--- src/rtl/rstack_ctrl.sv ---
// Return-stack controller: owns sp/count, drives a 1R1W async-read memory and
// exposes top-of-stack combinationally; overflow/underflow freeze it in ERR until cleared.
module rstack_ctrl #(
  parameter int WIDTH      = 4,
  parameter int SIZE       = 16,
  parameter int DATA_WIDTH = 13
) (
  input  logic                  clk,
  input  logic                  rst,
  input  logic                  push,
  input  logic                  pop,
  input  logic [DATA_WIDTH-1:0] push_data,
  input  logic                  clear_err,
  output logic [DATA_WIDTH-1:0] top,
  output logic                  empty,
  output logic                  full,
  output logic                  overflow,
  output logic                  underflow,
  output logic                  err,
  output logic [WIDTH-1:0]      mem_dout_addr,
  input  logic [DATA_WIDTH-1:0] mem_dout,
  output logic                  we,
  output logic [WIDTH-1:0]      mem_din_addr,
  output logic [DATA_WIDTH-1:0] mem_din
);

  typedef enum logic {RUN, ERR} state_t;

  state_t           state, state_nxt;
  logic [WIDTH-1:0] sp, sp_nxt;
  logic [WIDTH:0]   count, count_nxt;
  logic             overflow_nxt, underflow_nxt;

  // sp points at the next free slot, so the top entry always lives at sp-1.
  assign mem_dout_addr = sp - WIDTH'(1);
  assign empty         = (count == '0);
  assign full          = (count == (WIDTH+1)'(SIZE));
  assign err           = (state == ERR);
  assign top           = empty ? '0 : mem_dout;

  always_comb begin
    state_nxt     = state;
    sp_nxt        = sp;
    count_nxt     = count;
    overflow_nxt  = overflow;
    underflow_nxt = underflow;
    we            = 1'b0;
    mem_din_addr  = sp;
    mem_din       = push_data;

    case (state)
      RUN: begin
        if (clear_err) begin
          overflow_nxt  = 1'b0;
          underflow_nxt = 1'b0;
        end
        if (push && pop) begin
          if (empty) begin
            underflow_nxt = 1'b1;
            state_nxt     = ERR;
          end else begin
            // Replace-top: legal even when full since occupancy does not change.
            we           = 1'b1;
            mem_din_addr = sp - WIDTH'(1);
          end
        end else if (push) begin
          if (full) begin
            overflow_nxt = 1'b1;
            state_nxt    = ERR;
          end else begin
            we        = 1'b1;
            sp_nxt    = sp + WIDTH'(1);
            count_nxt = count + (WIDTH+1)'(1);
          end
        end else if (pop) begin
          if (empty) begin
            underflow_nxt = 1'b1;
            state_nxt     = ERR;
          end else begin
            sp_nxt    = sp - WIDTH'(1);
            count_nxt = count - (WIDTH+1)'(1);
          end
        end
      end
      ERR: begin
        if (clear_err) begin
          overflow_nxt  = 1'b0;
          underflow_nxt = 1'b0;
          state_nxt     = RUN;
        end
      end
      default: state_nxt = RUN;
    endcase

    if (rst) we = 1'b0;
  end

  always_ff @(posedge clk) begin
    if (rst) begin
      state     <= RUN;
      sp        <= '0;
      count     <= '0;
      overflow  <= 1'b0;
      underflow <= 1'b0;
    end else begin
      state     <= state_nxt;
      sp        <= sp_nxt;
      count     <= count_nxt;
      overflow  <= overflow_nxt;
      underflow <= underflow_nxt;
    end
  end

endmodule

--- config.mk ---
export PLATFORM = sky130hd
export DESIGN_NAME = rstack_ctrl
export DESIGN_NICKNAME = d
export VERILOG_FILES = /design/src/rtl/rstack_ctrl.sv
export SDC_FILE = /design/constraint.sdc
export NUM_CORES = 1
export LEC_CHECK = 0
export CELL_PAD_IN_SITES_DETAIL_PLACEMENT = 0
export CELL_PAD_IN_SITES_GLOBAL_PLACEMENT = 1
export CORE_ASPECT_RATIO = 1.5
export CORE_MARGIN = 3
export CORE_UTILIZATION = 26
export DETAILED_ROUTE_END_ITERATION = 7
export PLACE_DENSITY = 0.89
export SETUP_SLACK_MARGIN = 0.3
export SYNTH_ARGS = -nofsm -noshare
export SYNTH_HDL_FRONTEND = slang
export SYNTH_SLANG_ARGS = --single-unit
--- constraint.sdc ---
create_clock -name clk -period 2.58 [get_ports clk]
set_clock_uncertainty 0.2 [all_clocks]
set_input_delay 0.387 -clock clk [delete_from_list [all_inputs] [get_ports clk]]
set_output_delay 0.387 -clock clk [all_outputs]
set_load 0.03 [all_outputs]
==> reports/qor.txt <==
Pleak = 0.783 nW
max-cap check violation count = 0
hold path depth = 2
final core utilization = 42.0%
crit-path most repeated cell = buf_6
Routability Congestion = 0.770
clk slew on worst S/H paths = 0.06 ns
drt total wl = 3.27 mm
Power, Total = 1.96 mW
non-filler instance count after layout = 243
Detailed Route Iter0 Violations = 22
CTS Buf Count = 3
area growth from synthesis to layout = 53.6%
H-tree Lvls = 1
total grt overflow = 0
Worst path slowest cell = or4_4
slew margin rel. = 70.4%
DR pass1 iterations = 4
Via density = 4.92
placed cell count = 232
Die Ht = 88.6 um
PwrDens = 1080 mW/mm2
via count = 1196
vias in the first global route = 1150
register bit total from synthesis = 12
Tightest Pin Transition = 0.443 ns
Ant. Diodes = 0
most frequent cells in the layout = buf_4, clkdlybuf4s50_1, nor2b_1
Netlist Area Pre-Place = 0.00118 mm2
sequential share of power = 14.6%
Synth Instances = 147
period utilization = 96.9%
Avg WL per Cell = 13.4 um
first-pass GRT wire length = 5.08 mm
syn avg cell area = 8.03 um2
layout cells sized above 1 = 36.0%
clock sink count = 12
post-route ant nets = 0
Final Hold Vio Count = 0
worst min path class = flip-flop to flip-flop
commonest non-fill, non-tap cell in the layout = buf_4
clock latency on the worst-skew pair = 0.25 ns
Clk pwr share = 10.8%
status = finished, final reports clean
largest net degree at the start of global routing = 16
Ys Warns = 0
Power Internal = 1.04 mW
Peak supply drop = 0.000278 V
fin crit period = 2.50 ns
mux contribution to synthesized area = 0.953%
Syn Nets = 184
Worst Path Required = 1.99 ns
Root Buffer = clkbuf_8
WS Path Type = flip-flop to output pin
CP arrival = 1.91 ns
Synth Area in Adders = 6.99%
Max Fclk = 0.400 GHz
worst reg-to-reg path cell count = 6
core region area = 0.00432 mm2
ys flop type = dfxtp_1
initial antenna violation count = 0
Synth Area in Compound Gates = 26.1%
nets = 235
IO Count = 71
CTS tree = yes
CP Launch Type = flip-flop
register area share after synthesis = 20.3%
Synth Area in XOR/XNOR = 5.93%
count of flip-flops with a built-in enable after synthesis = 0
r2r setup slk = 0.51 ns
final-report max-slew violation count = 0
Initial Utilization = 27.4%
CP peak stage delay = 0.54 ns
Logic pwr share = 74.6%
Rows = 29
Worst Path Max Fanout = 3
DIE WIDTH = 61.0 um
ys async rst share = 0%
total track usage = 12.4%
Synth cell types = 46
port bufs = 44
CP endpoint kind = output pin
deepest clock path buffer count = 2
combinational family with the most area after synthesis = compound AO/OA/AOI/OAI gates
setup TNS = 0 ns
# setup viols final = 0
DIE AREA = 0.00540 mm2
Sw Ratio = 47.1%
DRC violations left = 0
DP Wirelength = 2.46 mm
post-synthesis simple-gate area fraction = 24.2%
RSZ-0062 raised after global routing = true
Switching Power = 922 uW
worst-path cell chain = or4_4 > buf_6 > o2111ai_4 > nand2b_4 > xnor2_2 > buf_6
-- power groups by stage --
stage	sequential (mW)	clock, mW	combinational [mW]
after floorplan	0.287	0	0.850
after global placement	0.281	0	1.28
after detailed placement	0.281	0	1.29
after CTS	0.280	0.215	1.35
after global routing	0.290	0.226	1.56
final	0.286	0.212	1.46
-- timing repair --
item,CTS,global route
gates cloned,0,0
pin swaps,3,3
resized for setup,74,42
buffers inserted,6,1
hold buffers,0,0
endpoints found under the setup margin,23,20
-- metal layers --
metal	GRT usage [%]	vias up	wire, um
li1	-	600	-
met1	12.8	560	1220
met2	22.5	27	1830
met3	2.04	9	146
met4	7.50	0	76
met5	0	-	0
-- stage by stage --
| stage | area, um2 | setup slack (ns) | hold WS [ns] |
|---|---|---|---|
| 2_1_floorplan | 1200 | 0.302 | 0.305 |
| 3_3_place_gp | 1660 | 0.0822 | 0.284 |
| 3_5_place_dp | 1660 | 0.0740 | 0.291 |
| 4_1_cts | 1740 | 0.0734 | 0.304 |
| 5_1_grt | 1810 | 0.0268 | 0.346 |
| 6_report | 1810 | 0.0810 | 0.305 |
-- registers in the layout, summed over array words and instances (netlist names) --
signal and flops:
underflow 1, sp 4, overflow 1, err 1, count 5
-- Yosys cell counts (all sizes together) (3+ instances only) --
cell,n,area share [%]
nand3,6,2.5
nor3,4,1.7
inv,10,3.2
ha,5,5.3
dfxtp,12,20
nor2b,15,7.9
xor2,5,3.7
clkbuf,4,1.3
a21oi,11,4.7
nor2,9,3.5
xnor2,3,2.2
buf,18,11
nand2,4,1.3
o21ai,11,5.9
-- final cells by class --
cell class                 instances  area [um2]
multi-input combinational        103         802
tap                               46        57.6
fill                             438        2500
sequential                        12         244
timing repair buffer              68         618
inverter                          10        37.5
clock buffer                       4        55.1
-- worst paths after layout --
check                  from               to
setup / recovery   count[2]  mem_din_addr[3]
hold / removal    underflow        underflow
setup reg to reg   count[2]            sp[2]
hold reg to reg   underflow        underflow
-- worst max-delay path, delay by kind of cell, from the launching register on --
family                 cells  cell delay [ns]
AO/OA/AOI/OAI              1             0.22
XOR/XNOR                   1             0.10
buffers and inverters      2             0.29
flip-flops                 1             0.32
AND/OR/NAND/NOR            2             0.72
-- cells by family after synthesis --
| family | Yosys count |
|---|---|
| multiplexers | 1 |
| AO/OA/AOI/OAI | 40 |
| AND/OR/NAND/NOR | 48 |
| XOR/XNOR | 8 |
| buffers and inverters | 32 |
| adder cells (fa/ha/maj) | 6 |
| flip-flops | 12 |
Power figures use the tool's default switching activity.
